## config.mk

```make
export PLATFORM = sky130hd
export DESIGN_NAME = qenc_emulator
export DESIGN_NICKNAME = d
export VERILOG_FILES = /design/src/rtl/qenc_pkg.sv /design/src/rtl/qenc_phase_timer.sv /design/src/rtl/qenc_emulator.sv
export SDC_FILE = /design/constraint.sdc
export NUM_CORES = 1
export LEC_CHECK = 0
export ABC_AREA = 1
export ABC_CLOCK_PERIOD_IN_PS = 2700
export BUFFER_PORTS_ARGS = -buffer_cell sky130_fd_sc_hd__buf_2
export CAP_MARGIN = 20
export CORE_AREA = 4 4 72 67
export CTS_BUF_LIST = sky130_fd_sc_hd__clkbuf_16
export DETAILED_ROUTE_END_ITERATION = 7
export DIE_AREA = 0 0 76 71
export GPL_ROUTABILITY_DRIVEN = 0
export GPL_TIMING_DRIVEN = 0
export PLACE_DENSITY_LB_ADDON = 0.3
export SYNTH_ARGS = -nofsm -noshare
export SYNTH_HDL_FRONTEND = slang
export SYNTH_SLANG_ARGS = --single-unit
export TNS_END_PERCENT = 1
```

## constraint.sdc

```tcl
create_clock -name clk -period 2.7 [get_ports clk]
set_input_delay 0.54 -clock clk [delete_from_list [all_inputs] [get_ports clk]]
set_output_delay 0.54 -clock clk [all_outputs]
set_load 0.01 [all_outputs]
```

## src/rtl/qenc_pkg.sv

```systemverilog
// qenc_pkg: shared types and constants for the quadrature encoder emulator.
//   qenc_state_e : command sequencer states (IDLE, STEP, GAP, BTN)
//   qenc_line_e  : which output line a bounce burst applies to
//   DIR_RIGHT / DIR_LEFT : cmd_dir encodings
//   ab_gray()    : AB Gray code for a direction and phase index 0..3
package qenc_pkg;

    typedef enum logic [1:0] {
        IDLE = 2'd0,
        STEP = 2'd1,
        GAP  = 2'd2,
        BTN  = 2'd3
    } qenc_state_e;

    typedef enum logic [1:0] {
        LINE_NONE = 2'd0,
        LINE_A    = 2'd1,
        LINE_B    = 2'd2,
        LINE_BTN  = 2'd3
    } qenc_line_e;

    localparam logic DIR_RIGHT = 1'b1;
    localparam logic DIR_LEFT  = 1'b0;

    // Phase index 0 sits in the low bits; each entry is {A, B}.
    // Right: 11 -> 01 -> 00 -> 10, left: 11 -> 10 -> 00 -> 01.
    localparam logic [7:0] AB_SEQ_RIGHT = {2'b10, 2'b00, 2'b01, 2'b11};
    localparam logic [7:0] AB_SEQ_LEFT  = {2'b01, 2'b00, 2'b10, 2'b11};

    function automatic logic [1:0] ab_gray(input logic dir, input logic [1:0] idx);
        logic [7:0] tbl;
        tbl = (dir == DIR_RIGHT) ? AB_SEQ_RIGHT : AB_SEQ_LEFT;
        return tbl[{idx, 1'b0} +: 2];
    endfunction

endpackage

```

## src/rtl/qenc_phase_timer.sv

```systemverilog
// qenc_phase_timer: loadable down-counter with a one-cycle tick at zero.
//   clk, rst  : clock, synchronous active-high reset
//   load      : load load_val and arm the counter (wins over counting)
//   load_val  : cycles until tick, minus one
//   tick      : high for one cycle when the armed count reaches zero
// A load of N-1 on edge t makes tick visible in the cycle that ends at
// edge t+N, so whatever acts on tick registers exactly N cycles after load.
module qenc_phase_timer #(
    parameter int W = 10
) (
    input  logic         clk,
    input  logic         rst,
    input  logic         load,
    input  logic [W-1:0] load_val,
    output logic         tick
);

    logic [W-1:0] cnt;
    logic         armed;

    always_ff @(posedge clk) begin
        if (rst) begin
            cnt   <= '0;
            armed <= 1'b0;
        end else if (load) begin
            cnt   <= load_val;
            armed <= 1'b1;
        end else if (armed) begin
            if (cnt == '0) begin
                armed <= 1'b0;
            end else begin
                cnt <= cnt - 1'b1;
            end
        end
    end

    assign tick = armed && (cnt == '0);

endmodule

```

## src/rtl/qenc_emulator.sv

```systemverilog
// qenc_emulator: generates PmodENC-style quadrature A/B and button waveforms
// from step commands.
//   clk, rst    : clock, synchronous active-high reset
//   cmd_valid/cmd_ready : command handshake, accepted only in IDLE
//   cmd_dir     : 1 = right (A falls first), 0 = left (B falls first)
//   cmd_steps   : full quadrature cycles to emit
//   cmd_btn     : press the button after the steps
//   enc_a/enc_b : quadrature lines, idle high
//   enc_btn     : button line, active high
//   busy        : command in progress
//   done        : one-cycle pulse at command completion
//   pos         : signed running position, wraps modulo 2^CNT_W
// Build option QENC_BOUNCE_EN: every line edge is followed by BOUNCE_PULSES
// toggle pairs spaced BOUNCE_CYC cycles apart. Without it the lines switch
// cleanly and the BOUNCE_* parameters only take part in a sanity check.
//
// state | meaning
// IDLE  | waiting for a command, cmd_ready high
// STEP  | emitting quadrature edges, one every CLK_DIV cycles
// GAP   | one CLK_DIV quiet period after the last edge
// BTN   | button held high for BTN_CYC cycles
module qenc_emulator
    import qenc_pkg::*;
#(
    parameter int CLK_DIV       = 1000,
    parameter int CNT_W         = 8,
    parameter int BTN_CYC       = 5000,
    parameter int BOUNCE_CYC    = 16,
    parameter int BOUNCE_PULSES = 3
) (
    input  logic             clk,
    input  logic             rst,
    input  logic             cmd_valid,
    output logic             cmd_ready,
    input  logic             cmd_dir,
    input  logic [CNT_W-1:0] cmd_steps,
    input  logic             cmd_btn,
    output logic             enc_a,
    output logic             enc_b,
    output logic             enc_btn,
    output logic             busy,
    output logic             done,
    output logic [CNT_W-1:0] pos
);

    localparam int TMR_MAX = (CLK_DIV > BTN_CYC) ? CLK_DIV : BTN_CYC;
    localparam int TMR_W   = $clog2(TMR_MAX + 1);
    localparam logic [TMR_W-1:0] PHASE_LOAD = TMR_W'(CLK_DIV - 1);
    localparam logic [TMR_W-1:0] BTN_LOAD   = TMR_W'(BTN_CYC - 1);
    localparam logic [CNT_W-1:0] ONE        = CNT_W'(1);

    if (CLK_DIV < 4) begin : g_chk_div
        $error("qenc_emulator: CLK_DIV must be at least 4");
    end
    if (BTN_CYC < 1 || BOUNCE_CYC < 1 || BOUNCE_PULSES < 0) begin : g_chk_params
        $error("qenc_emulator: BTN_CYC and BOUNCE_CYC must be >= 1, BOUNCE_PULSES >= 0");
    end

    qenc_state_e      state, state_n;
    logic [1:0]       ab_q, ab_n;
    logic             btn_q, btn_n;
    logic [CNT_W-1:0] pos_q, pos_n;
    logic [CNT_W-1:0] left_q, left_n;
    logic [1:0]       ph_q, ph_n;
    logic             dir_q, dir_n;
    logic             btnreq_q, btnreq_n;
    logic             done_q, done_n;

    logic             tmr_load;
    logic [TMR_W-1:0] tmr_val;
    logic             tmr_tick;

    qenc_phase_timer #(.W(TMR_W)) u_phase_timer (
        .clk      (clk),
        .rst      (rst),
        .load     (tmr_load),
        .load_val (tmr_val),
        .tick     (tmr_tick)
    );

    always_ff @(posedge clk) begin
        if (rst) begin
            state    <= IDLE;
            ab_q     <= 2'b11;
            btn_q    <= 1'b0;
            pos_q    <= '0;
            left_q   <= '0;
            ph_q     <= 2'd0;
            dir_q    <= DIR_LEFT;
            btnreq_q <= 1'b0;
            done_q   <= 1'b0;
        end else begin
            state    <= state_n;
            ab_q     <= ab_n;
            btn_q    <= btn_n;
            pos_q    <= pos_n;
            left_q   <= left_n;
            ph_q     <= ph_n;
            dir_q    <= dir_n;
            btnreq_q <= btnreq_n;
            done_q   <= done_n;
        end
    end

    always_comb begin
        state_n  = state;
        ab_n     = ab_q;
        btn_n    = btn_q;
        pos_n    = pos_q;
        left_n   = left_q;
        ph_n     = ph_q;
        dir_n    = dir_q;
        btnreq_n = btnreq_q;
        done_n   = 1'b0;
        tmr_load = 1'b0;
        tmr_val  = PHASE_LOAD;

        case (state)
            IDLE: begin
                if (cmd_valid) begin
                    dir_n    = cmd_dir;
                    btnreq_n = cmd_btn;
                    left_n   = cmd_steps;
                    ph_n     = 2'd0;
                    tmr_load = 1'b1;
                    state_n  = (cmd_steps != '0) ? STEP : GAP;
                end
            end
            STEP: begin
                if (tmr_tick) begin
                    ph_n     = ph_q + 2'd1;
                    ab_n     = ab_gray(dir_q, ph_q + 2'd1);
                    tmr_load = 1'b1;
                    // Phase 3 -> 0 is the return to AB = 11: one detent done.
                    if (ph_q == 2'd3) begin
                        pos_n  = (dir_q == DIR_RIGHT) ? pos_q + ONE : pos_q - ONE;
                        left_n = left_q - ONE;
                        if (left_q == ONE) begin
                            state_n = GAP;
                        end
                    end
                end
            end
            GAP: begin
                if (tmr_tick) begin
                    if (btnreq_q) begin
                        btn_n    = 1'b1;
                        tmr_load = 1'b1;
                        tmr_val  = BTN_LOAD;
                        state_n  = BTN;
                    end else begin
                        done_n  = 1'b1;
                        state_n = IDLE;
                    end
                end
            end
            BTN: begin
                if (tmr_tick) begin
                    btn_n   = 1'b0;
                    done_n  = 1'b1;
                    state_n = IDLE;
                end
            end
            default: begin
                state_n = IDLE;
            end
        endcase
    end

    assign cmd_ready = (state == IDLE) && !rst;
    assign busy      = (state != IDLE);
    assign done      = done_q;
    assign pos       = pos_q;

`ifdef QENC_BOUNCE_EN
    localparam int BT_W = $clog2(BOUNCE_CYC + 1);
    localparam int BL_W = $clog2(2 * BOUNCE_PULSES + 2);
    localparam logic [BT_W-1:0] BOUNCE_LOAD = BT_W'(BOUNCE_CYC - 1);
    localparam logic [BL_W-1:0] BOUNCE_TOGGLES = BL_W'(2 * BOUNCE_PULSES);

    if (2 * BOUNCE_PULSES * BOUNCE_CYC >= CLK_DIV) begin : g_chk_bounce_div
        $error("qenc_emulator: bounce burst must fit inside one CLK_DIV phase");
    end
    if (2 * BOUNCE_PULSES * BOUNCE_CYC >= BTN_CYC) begin : g_chk_bounce_btn
        $error("qenc_emulator: bounce burst must fit inside the button press");
    end

    qenc_line_e      ev_line;
    qenc_line_e      b_line;
    logic            b_mask;
    logic [BL_W-1:0] b_left;
    logic            b_load;
    logic            b_tick;

    // At most one line changes per edge, so a single burst engine suffices.
    always_comb begin
        ev_line = LINE_NONE;
        if (ab_n[1] != ab_q[1]) begin
            ev_line = LINE_A;
        end else if (ab_n[0] != ab_q[0]) begin
            ev_line = LINE_B;
        end else if (btn_n != btn_q) begin
            ev_line = LINE_BTN;
        end
    end

    assign b_load = (ev_line != LINE_NONE) || (b_tick && (b_left > BL_W'(1)));

    qenc_phase_timer #(.W(BT_W)) u_bounce_timer (
        .clk      (clk),
        .rst      (rst),
        .load     (b_load),
        .load_val (BOUNCE_LOAD),
        .tick     (b_tick)
    );

    // b_mask is XORed onto the clean line; an even number of toggles
    // leaves the line at its new settled value.
    always_ff @(posedge clk) begin
        if (rst) begin
            b_line <= LINE_NONE;
            b_mask <= 1'b0;
            b_left <= '0;
        end else if (ev_line != LINE_NONE) begin
            b_line <= ev_line;
            b_mask <= 1'b0;
            b_left <= BOUNCE_TOGGLES;
        end else if (b_tick && (b_left != '0)) begin
            b_mask <= ~b_mask;
            b_left <= b_left - 1'b1;
        end
    end

    assign enc_a   = ab_q[1] ^ (b_mask && (b_line == LINE_A));
    assign enc_b   = ab_q[0] ^ (b_mask && (b_line == LINE_B));
    assign enc_btn = btn_q   ^ (b_mask && (b_line == LINE_BTN));
`else
    assign enc_a   = ab_q[1];
    assign enc_b   = ab_q[0];
    assign enc_btn = btn_q;
`endif

endmodule

```

=== Yosys cells after proc, flatten, opt, wreduce, memory -nomap -nowiden ===
Index checks and enable logic that the tools add are counted.

* Flip-flop bits (word level): 40
* Bits of input ports: 13
* Output and inout port bits: 14
* Word-level logic and storage cells: 87

* Add/sub/neg operators: 5
* Eq/ne operators: 13
* Shift-type cells: 1
* Multiplexer cells: 39
* Reductions and logical operators: 18

{| class="wikitable"
|+ Operators with widths
! kind !! number
|-
| $mux W13 || 6
|-
| $mux W8 || 5
|-
| $mux W2 || 10
|-
| $ne A2 B2 Y1 const B || 8
|-
| $pmux W8 S2 || 1
|-
| $sub A8 B1 Y8 const B || 2
|-
| $logic_not A13 Y1 || 1
|-
| $sub A13 B1 Y13 const B || 1
|-
| $mux W1 || 12
|-
| $add A8 B1 Y8 const B || 1
|-
| $eq A8 B1 Y1 const B || 1
|-
| $pmux W2 S4 || 1
|-
| $reduce_and A4 Y1 || 2
|-
| $reduce_bool A2 Y1 || 4
|-
| $reduce_bool A8 Y1 || 1
|-
| $shiftx A8 B4 Y2 || 1
|-
| $eq A2 B2 Y1 const B || 3
|-
| $reduce_and A2 Y1 || 3
|-
| $reduce_and A3 Y1 || 2
|-
| $reduce_and A6 Y1 || 1
|-
| $pmux W1 S2 || 2
|-
| $pmux W2 S2 || 1
|-
| $pmux W1 S3 || 1
|-
| $add A2 B1 Y2 const B || 1
|-
| other kinds (4) || 5
|}

=== Depth between registers and ports, before layout ===
Gate-level depths: netlist (run 1).

* Depth in word-level cells: 6
* Mapped depth: 12
* Depth with buffers taken out: 12

=== Hierarchy ===
Synthesis (run 1) repeated with hierarchy kept, for this count alone.

* Cell total of the unflattened synthesis: 423
* Area total of the unflattened synthesis: 2682.6 sq um

{| class="wikitable"
|+ Modules (own cells, without submodules)
! module !! instances !! cells each !! area each (sq um) !! seq. area each (sq um)
|-
| qenc_emulator || 1 || 253 || 1682.9 || 520.5
|-
| qenc_phase_timer || 1 || 170 || 999.7 || 280.3
|}

=== Worst setup path after synthesis (run 1) ===
No wires, ideal clock.

* Path kind: input -> output
* From: in rst
* To: out cmd_ready
* Arrival time: 1.211 ns
* Required time: 2.160 ns
* Path slack: 0.949 ns
* Stages on the path: 3
* Cells stage by stage: clkbuf_1 -> clkbuf_1 -> nor2_1

* Longest elaborated chain between the ends: 2

{| class="wikitable"
|+ RTL lines
! item !! line !! RTL
|-
| from (decl) || qenc_emulator.sv:32 || <nowiki>input logic rst,</nowiki>
|-
| $logic_not A1 Y1 || qenc_emulator.sv:170 || <nowiki>assign cmd_ready = (state == IDLE) && !rst;</nowiki>
|-
| $logic_and A1 B1 Y1 || qenc_emulator.sv:170 ||
|-
| to (decl) || qenc_emulator.sv:34 || <nowiki>output logic cmd_ready,</nowiki>
|}

No other way between the ends.

=== Worst setup path after layout (run 1) ===
Same ends and word-level chain as after synthesis.

==> out/metrics.yaml, run 1 <==
run_status:
  outcome: "completed"
setup_path:
  critPathLaunchType: "primary input"
  cp.arrival_ns: 1.77
  crit_path_top_delay_cell: "clkbuf_1"
  crit_required_ns: 2.16
  path_class: "primary input to output pin"
  rrSetupSlack_ns: 0.75
  cp_common_cell: "clkbuf_1"
  critPathMaxFanout: 10
  slowest_delay_ns: 0.49
  rr_worst_depth: 9
  worstPathCellList: "clkbuf_1 -> clkbuf_1 -> nor2_1 -> buf_2"
  cp-end-kind: "output pin"
floorplan:
  initial_core_util: 0.622
  die_height_um: 71
  core-area_um2: 4050
  die_w_um: 76
  ioPinCount: 27
  num_rows: 22
  die_area_um2: 5400
sta:
  finalCriticalPeriod_ns: 2.31
  slew_violations: 0
  tns_ns: 0
  finalHoldViolCount: 0
  setup_viol: 0
  clock_skew_ns: 0.00559
  period_share: 0.855
  slew_headroom: 0.594
  worst_pin_slew_ns: 0.609
  rsz0062_at_grt: "false"
  max_freq_mhz: 433
clock_network:
  cts.sinks: 40
  clk_transition_reported_paths_ns: 0.06
  cts_tree: "yes"
  clock_latency_ns: 0.28
  cts_hold_buf: 0
  cts_buffer_depth: 2
  htree_num_levels: 2
  numCtsBuffers: 5
  cts_setup_buffers: 0
  cts_resized: 0
  clock-root-buffer: "clkbuf_16"
global_route:
  use_met3: 0.0394
  grt_max_degree: 12
  met2_usage: 0.384
  grt_pass1_vias: 2285
  overflow: 0
  met1_usage: 0.290
  grt_pass1_wl_um: 10300
  antenna_found_initial: 0
  gr-max-usage-layer: "met2"
  track_usage: 0.224
place:
  dp_hpwl_um: 4220
  place_area_um2: 2700
  port_buffers: 25
drt:
  route.detailed.wl_per_inst_um: 13.0
  vias: 2396
  firstDrtPassIters: 4
  ant_nets: 0
  drt_iter0_drc: 114
  drc: 0
  viasPerCell: 5.41
  wl_um: 5760
job:
  cap_violations: 0
cells_and_area:
  stdcell_area_um2: 2840
  nNetsFinal: 419
  drive_above_1_share: 0.154
  fin_util: 0.702
  area_growth_pct: 12.8
  fillers: 365
  antennaDiodeCount: 0
power:
  p_seq_frac: 0.304
  power_switching_uw: 1250
  internal-power_uw: 1560
  clkPwrFrac: 0.198
  leakagePower_uw: 0.00139
  powerDensity_nw_per_um2: 989
  ir_drop_mv: 0.620
  netSwitchingFraction: 0.446
  combPwrFrac: 0.498
yosys:
  syn-instance-count: 362
  ys_warn_count: 0
  synth_cell_types: 38
  synth_area_um2: 2520
  synth-seq-area-share: 0.318
  synth_seq_cells: 40
  synth_area_per_cell_um2: 6.96
  syn-num-nets: 387
min_path:
  hp-class: "register to register"
  worstHoldPathCells: 2
## final timing paths
kind / startpoint / endpoint
max reg2reg: dir_q / pos[7]
max: rst / cmd_ready
min reg2reg: ph_q[1] / ph_q[1]
min: ph_q[1] / ph_q[1]
## worst max-delay path, delay by kind of cell
family	cells	cell delay (ns)
buffers and inverters	3	1.10
and+or+nand+nor	1	0.12
## flip-flops by register name (all words and copies together) (netlist names)
name / flops
u_phase_timer.armed: 1
ab_q: 2
pos: 8
left_q: 8
state: 2
ph_q: 2
u_phase_timer.cnt: 13
done: 1
btnreq_q: 1
enc_btn: 1
dir_q: 1
## metrics by stage
step                cells  hold WS [ns]  total power, µW  setup WS [ns]
finish                443         0.476             2810          0.392
global route          443         0.496             3070          0.321
CTS                   443         0.473             2810          0.391
detailed placement    435         0.464             2240          0.385
global placement      435         0.455             2200          0.378
floorplan             362         0.437             1960          0.949
## layer usage
layer  vias up  share of wire
met1      1101           0.46
met5         -              0
li1       1240              -
met3         6          0.044
met4         0          0.012
met2        49           0.48
## synth_stat cells
master	instances	area share
nand2_1	72	0.11
inv_1	44	0.066
dfxtp_1	40	0.32
a21oi_1	37	0.074
nor2_1	35	0.052
nand3_1	26	0.052
o21ai_0	24	0.048
ha_1	11	0.055
xor2_1	9	0.031
nor2_4	6	0.027
xnor2_1	6	0.021
nor2_2	5	0.012
a31oi_1	4	0.0099
inv_2	4	0.0060
a21oi_2	3	0.010
buf_6	3	0.013
nand4_1	3	0.0075
nor3_1	3	0.0060
o21ai_1	3	0.0060
buf_4	2	0.0060
clkbuf_1	2	0.0030
nand2_2	2	0.0050
nand2_4	2	0.0089
nand3b_1	2	0.0060
a211oi_1	1	0.0030
a21boi_0	1	0.0030
a21o_1	1	0.0030
and2_1	1	0.0025
buf_1	1	0.0015
buf_2	1	0.0020
fa_1	1	0.0079
mux2i_1	1	0.0040
nand3_2	1	0.0040
nand4_4	1	0.0084
nor4_1	1	0.0025
o21a_1	1	0.0030
o31ai_1	1	0.0030
or2_2	1	0.0025
## power groups by stage
stage	sequential [µW]	clock [µW]	combinational, µW
after global placement	861	0	1340
after global routing	874	591	1610
final	855	556	1400
after CTS	850	569	1390
after floorplan	831	0	1130
after detailed placement	861	0	1380
## cells by family after synthesis
| family | count (synthesis) | synth area share |
|---|---|---|
| AO/OA/AOI/OAI | 76 | 0.162 |
| adder cells (fa/ha/maj) | 12 | 0.0626 |
| flip-flops | 40 | 0.318 |
| buffers and inverters | 57 | 0.0974 |
| AND/OR/NAND/NOR | 161 | 0.304 |
| multiplexers | 1 | 0.00397 |
| XOR/XNOR | 15 | 0.0522 |
## cell type report
cell class | count | area [µm²] | area share
multi-input cells | 265 | 1470 | 0.519
flip-flops and latches | 40 | 801 | 0.282
inverters | 48 | 180 | 0.0634
clock buffers | 5 | 125 | 0.0441
repair buffers | 25 | 125 | 0.0441
plain buffers | 9 | 65.1 | 0.0229
well taps | 48 | 60.1 | 0.0211
clock inverters | 3 | 11.3 | 0.00396
## layout by cell type (no fill, tap or decap), types with 2 or more instances in the layout
| cell | count |
|---|---|
| nand2_1 | 72 |
| inv_1 | 46 |
| dfxtp_1 | 40 |
| a21oi_1 | 37 |
| nor2_1 | 35 |
| nand3_1 | 26 |
| buf_2 | 26 |
| o21ai_0 | 24 |
| ha_1 | 11 |
| xor2_1 | 9 |
| nor2_4 | 6 |
| xnor2_1 | 6 |
| nor2_2 | 5 |
| clkbuf_16 | 5 |
| inv_2 | 4 |
| a31oi_1 | 4 |
| buf_6 | 3 |
| nand4_1 | 3 |
| o21ai_1 | 3 |
| a21oi_2 | 3 |
| nor3_1 | 3 |
| clkbuf_1 | 2 |
| nand2_2 | 2 |
| nand2_4 | 2 |
| buf_4 | 2 |
| nand3b_1 | 2 |
Power figures use the tool's default switching activity.
==> run 2: changes to the inputs <==
- BUFFER_PORTS_ARGS: -buffer_cell sky130_fd_sc_hd__buf_2 -> -buffer_cell sky130_fd_sc_hd__clkbuf_2
- CTS_CLUSTER_DIAMETER: unset -> 200
==> run 2 against run 1 <==
Effect of this change:
- count of clock-buffer cells in the layout stayed put
- setup slack better by 0.062 ns
- sequential share of layout area is 0.26 points lower
- maximum frequency is 2.8% higher
- critical endpoint unchanged
- largest cell class unchanged
==> out/metrics.yaml, run 2 (synthesis results as in run 1) <==
run_status:
  outcome: "completed"
drt:
  viasPerCell: 5.34
  drc: 0
  drt_iter0_drc: 121
  firstDrtPassIters: 4
  wl_um: 5530
  vias: 2367
  route.detailed.wl_per_inst_um: 12.5
  ant_nets: 0
cells_and_area:
  area_growth_pct: 13.8
  fin_util: 0.708
  mostFrequentLayoutCells: "nand2_1 (72), inv_1 (44), dfxtp_1 (40), a21oi_1 (37), nor2_1 (35)"
  antennaDiodeCount: 0
  mostFrequentLayoutCell: "nand2_1"
  drive_above_1_share: 0.157
  nNetsFinal: 419
  largest_reg_flops: 13
  regMostFlops: "u_phase_timer.cnt"
sta:
  slew_violations: 0
  period_share: 0.832
  rsz0062_at_grt: "false"
  slew_headroom: 0.619
  setup_viol: 0
  tns_ns: 0
  max_freq_mhz: 445
  clock_skew_ns: 0.00581
  finalHoldViolCount: 0
  worst_pin_slew_ns: 0.571
  finalCriticalPeriod_ns: 2.25
clock_network:
  cts_buffer_depth: 2
  cts_hold_buf: 0
  cts_resized: 0
  cts_tree: "yes"
  cts.sinks: 40
  numCtsBuffers: 5
  clock_latency_ns: 0.28
  clock-root-buffer: "clkbuf_16"
  htree_num_levels: 2
  cts_setup_buffers: 0
  clk_transition_reported_paths_ns: 0.06
floorplan:
  die_height_um: 71
  initial_core_util: 0.622
  die_area_um2: 5400
  die_w_um: 76
  ioPinCount: 27
  num_rows: 22
  core-area_um2: 4050
setup_path:
  cp_common_cell: "clkbuf_1"
  critPathLaunchType: "primary input"
  cp-end-kind: "output pin"
  cpLargestDelayFamily: "buffers and inverters"
  rr_worst_depth: 9
  worstPathCellList: "clkbuf_1 -> clkbuf_1 -> nor2_1 -> clkbuf_2"
  r2r-end: "pos[7]"
  cp.arrival_ns: 1.71
  r2r_start: "dir_q"
  critPathBufInv: 3
  path_class: "primary input to output pin"
  rrSetupSlack_ns: 0.82
  crit_path_top_delay_cell: "clkbuf_1"
  crit_required_ns: 2.16
  critPathMaxFanout: 10
  slowest_delay_ns: 0.48
job:
  cap_violations: 0
global_route:
  track_usage: 0.214
  antenna_found_initial: 0
  overflow: 0
  grt_pass1_wl_um: 9690
  grt_pass1_vias: 2224
  grt_max_degree: 13
power:
  ir_drop_mv: 0.679
  leakagePower_uw: 0.00139
  powerDensity_nw_per_um2: 1010
min_path:
  holdCritStartpoint: "ph_q[1]"
  hp-class: "register to register"
  whs_endpoint: "ph_q[1]"
  worstHoldPathCells: 2
place:
  port_buffers: 25
  dp_hpwl_um: 4130
-- run 2: layer usage --
layer	global-route usage	share of wire	vias up
met5	0	0	-
met4	0.0711	0.016	0
met3	0.0356	0.038	12
met2	0.364	0.48	49
met1	0.274	0.47	1063
li1	-	-	1243
-- run 2: report_power, final --
part,leakage [µW],internal (µW),switching [µW]
Clock,0.0000789,430,234
Combinational,0.000983,508,880
Sequential,0.000327,716,135
Total,0.00139,1650,1250
-- run 2: layout make-up --
cell class                      count  area [µm²]
Multi-Input combinational cell    265        1470
Fill cell                         353        1180
Sequential cell                    40         801
Inverter                           48         180
Clock buffer                        5         125
Timing Repair Buffer               25         125
Buffer                              9        65.1
Tap cell                           48        60.1
Clock inverter                      3        37.5
-- run 2: worst register-to-register path: cells and delay by family, from the launching register on --
kind	cells	cell delay (ns)
compound gates	3	0.50
buf+inv	1	0.18
fa+ha+maj	1	0.41
simple gates	4	0.28
flops	1	0.37
-- run 2: metrics by stage --
step	cells	hold slack [ns]	area, µm²	setup slack [ns]	total power, µW
floorplan	362	0.437	2520	0.949	1960
global placement	435	0.456	2700	0.386	2200
detailed placement	435	0.470	2700	0.425	2230
CTS	443	0.478	2870	0.428	2900
global route	443	0.510	2870	0.361	3160
finish	443	0.478	2870	0.455	2900
-- run 2: worst max path at each step --
stage               slack (ns)  startpoint   endpoint  cells after the start
floorplan                 0.95         rst  cmd_ready                      3
global placement          0.39         rst  cmd_ready                      4
detailed placement        0.43         rst  cmd_ready                      4
CTS                       0.43         rst  cmd_ready                      4
global route              0.36         rst  cmd_ready                      4
finish                    0.45         rst  cmd_ready                      4
==> run 3: changes to the inputs <==
- ABC_AREA: 1 -> 0
- ABC_CLOCK_PERIOD_IN_PS: 2700 -> 2130
- CORE_AREA: 4 4 72 67 -> 4 4 73 68
- DIE_AREA: 0 0 76 71 -> 0 0 77 72
- clock period: 2.7 -> 2.13 ns (I/O delays scaled with it)
==> run 3 against run 2 <==
Effect of this change:
- hold slack worse by 0.11 ns
- final cell count is 13% lower
- setup slack got worse by 0.42 ns
- global-route usage is 0.91 points higher
- critical path depth increased by 3
- register-to-register slack got worse by 0.79 ns
- via count fell by 3.8%
- count of clock-buffer cells in the layout stayed put
- sequential share of layout area up 1.3 points
==> out/metrics.yaml, run 3 <==
run_status:
  outcome: "completed"
floorplan:
  die_w_um: 77
  initial_core_util: 0.552
  die_area_um2: 5540
  ioPinCount: 27
  die_height_um: 72
  core-area_um2: 4290
  num_rows: 23
sta:
  setup_viol: 0
  finalCriticalPeriod_ns: 2.10
  slew_headroom: 0.471
  worst_hold_slack_ns: 0.364
  worst_pin_slew_ns: 0.786
  clock_skew_ns: 0.00757
  max_freq_mhz: 477
  rsz0062_at_grt: "true"
  finalHoldViolCount: 0
  period_share: 0.984
  slew_violations: 0
place:
  dp_hpwl_um: 4120
  port_buffers: 25
yosys:
  synth_ff_type: "dfxtp_1"
  synth_top_area_frac: 0.339
  synth_area_leaders: "dfxtp_1 (34%), a21oi_1 (7.4%), ha_1 (5.8%)"
  syn-instance-count: 300
  async_reset_ff_frac: 0
  syn-num-nets: 325
  ys_warn_count: 0
  synth-seq-area-share: 0.339
  synth_area_um2: 2360
  ys_top_cells_by_count: "dfxtp_1 (40), nand2_1 (36), a21oi_1 (35), nor2_1 (20), xnor2_1 (14)"
  yosysMostFrequentCell: "dfxtp_1"
  synth_edf_count: 0
  synth_seq_cells: 40
  synth_area_per_cell_um2: 7.88
  synth_cell_types: 52
  synth_top_area_cell: "dfxtp_1"
cells_and_area:
  largest_reg_flops: 13
  antennaDiodeCount: 0
  nNetsFinal: 358
  fin_util: 0.638
  regMostFlops: "u_phase_timer.cnt"
  area_growth_pct: 15.7
  mostFrequentLayoutCell: "dfxtp_1"
  drive_above_1_share: 0.141
  mostFrequentLayoutCells: "dfxtp_1 (40), nand2_1 (36), a21oi_1 (34), clkbuf_2 (27), nor2_1 (20)"
global_route:
  grt_pass1_vias: 2141
  overflow: 0
  grt_max_degree: 13
  track_usage: 0.223
  grt_pass1_wl_um: 10100
  antenna_found_initial: 0
drt:
  ant_nets: 0
  firstDrtPassIters: 4
  drt_iter0_drc: 157
  viasPerCell: 5.93
  route.detailed.wl_per_inst_um: 15.1
  vias: 2278
  wl_um: 5800
  drc: 0
clock_network:
  htree_num_levels: 2
  clock-root-buffer: "clkbuf_16"
  cts.sinks: 40
  clk_transition_reported_paths_ns: 0.06
  numCtsBuffers: 5
  clock_latency_ns: 0.28
  cts_tree: "yes"
  cts_hold_buf: 0
  cts_buffer_depth: 2
power:
  ir_drop_mv: 0.395
  combPwrFrac: 0.232
  clkPwrFrac: 0.354
  netSwitchingFraction: 0.310
  leakagePower_uw: 0.00106
  powerDensity_nw_per_um2: 750
  internal-power_uw: 1410
  p_seq_frac: 0.414
  power_switching_uw: 637
setup_path:
  cp.arrival_ns: 2.26
  path_class: "register to register"
  critPathLaunchType: "register"
  cp-end-kind: "register"
  critPathMaxFanout: 9
  crit_required_ns: 2.29
min_path:
  hp-class: "primary input to register"
job:
  cap_violations: 0
[run 3: changes by cell type after synthesis, sizes merged, moves of 6 or more]
cell | previous run | this run
inv | 48 | 8
nand2 | 76 | 36
nor2 | 46 | 21
nand3 | 27 | 10
nor3 | 3 | 14
o21ai | 27 | 17
nor2b | 0 | 9
clkbuf | 2 | 10
xnor2 | 6 | 14
xor2 | 9 | 1
nor4 | 1 | 8
o211ai | 0 | 6
[run 3: power groups by stage]
stage / logic, µW / registers, µW / clock network, µW
after global routing: 529 / 857 / 782
final: 477 / 849 / 726
after floorplan: 352 / 850 / 0
after CTS: 459 / 845 / 748
after detailed placement: 451 / 861 / 0
after global placement: 440 / 860 / 0
[run 3: cells by family after synthesis]
kind of cell               share of synthesized area
adders and majority gates                     0.0667
xor gates and xnor gates                      0.0556
AOI/OAI and AO/OA                              0.213
and+or+nand+nor                                0.274
muxes                                         0.0132
DFF                                            0.339
buffers and inverters                         0.0386
[run 3: worst max-delay path, cell delays in order, from the launching register on]
cell	delay [ns]
dfxtp_1	0.40
inv_2	0.13
ha_1	0.31
a211oi_1	0.28
o211ai_1	0.13
o21ai_0	0.12
mux2i_1	0.25
mux2_1	0.35
[run 3: routing by layer]
metal,wire [µm],up-vias,track usage
met2,2680,64,0.360
met3,323,6,0.0372
li1,-,1148,-
met5,0,-,0
met4,63,0,0.0711
met1,2740,1060,0.307
[run 3: area by class of cell]
| class | instances | area, µm² |
|---|---|---|
| fillers | 396 | 1550 |
| clock inverters | 3 | 15.0 |
| repair buffers | 26 | 133 |
| clock buffers | 5 | 125 |
| well taps | 50 | 62.6 |
| multi-input cells | 237 | 1500 |
| plain buffers | 15 | 70.1 |
| inverters | 8 | 30.0 |
| flip-flops and latches | 40 | 801 |
[run 3: what timing repair did]
item                       4_1_cts  5_1_grt
setup endpoints to repair       12       27
buffers inserted                 0        1
resized for setup                4        6
pin swaps                        0        2
hold endpoints to repair         0        0
[run 3: path summary, 6_finish.rpt]
kind	startpoint	to	slack (ns)	cells after the start
worst max-delay path	dir_q	pos[7]	0.03	7
worst min-delay path	cmd_btn	btnreq_q	0.36	3
worst max register to register	dir_q	pos[7]	0.03	7
worst min register to register	ph_q[1]	ph_q[1]	0.46	2
[run 3: metrics by stage]
stage	total power [µW]	worst slack, ns	instance area (µm²)	TNS, ns	instances
floorplan	1200	0.222	2360	0	300
global placement	1300	-0.119	2550	-0.727	375
detailed placement	1310	-0.150	2550	-0.985	375
CTS	2050	-0.00815	2700	-0.00815	383
global route	2170	-0.130	2740	-0.610	384
finish	2050	0.0343	2740	0	384
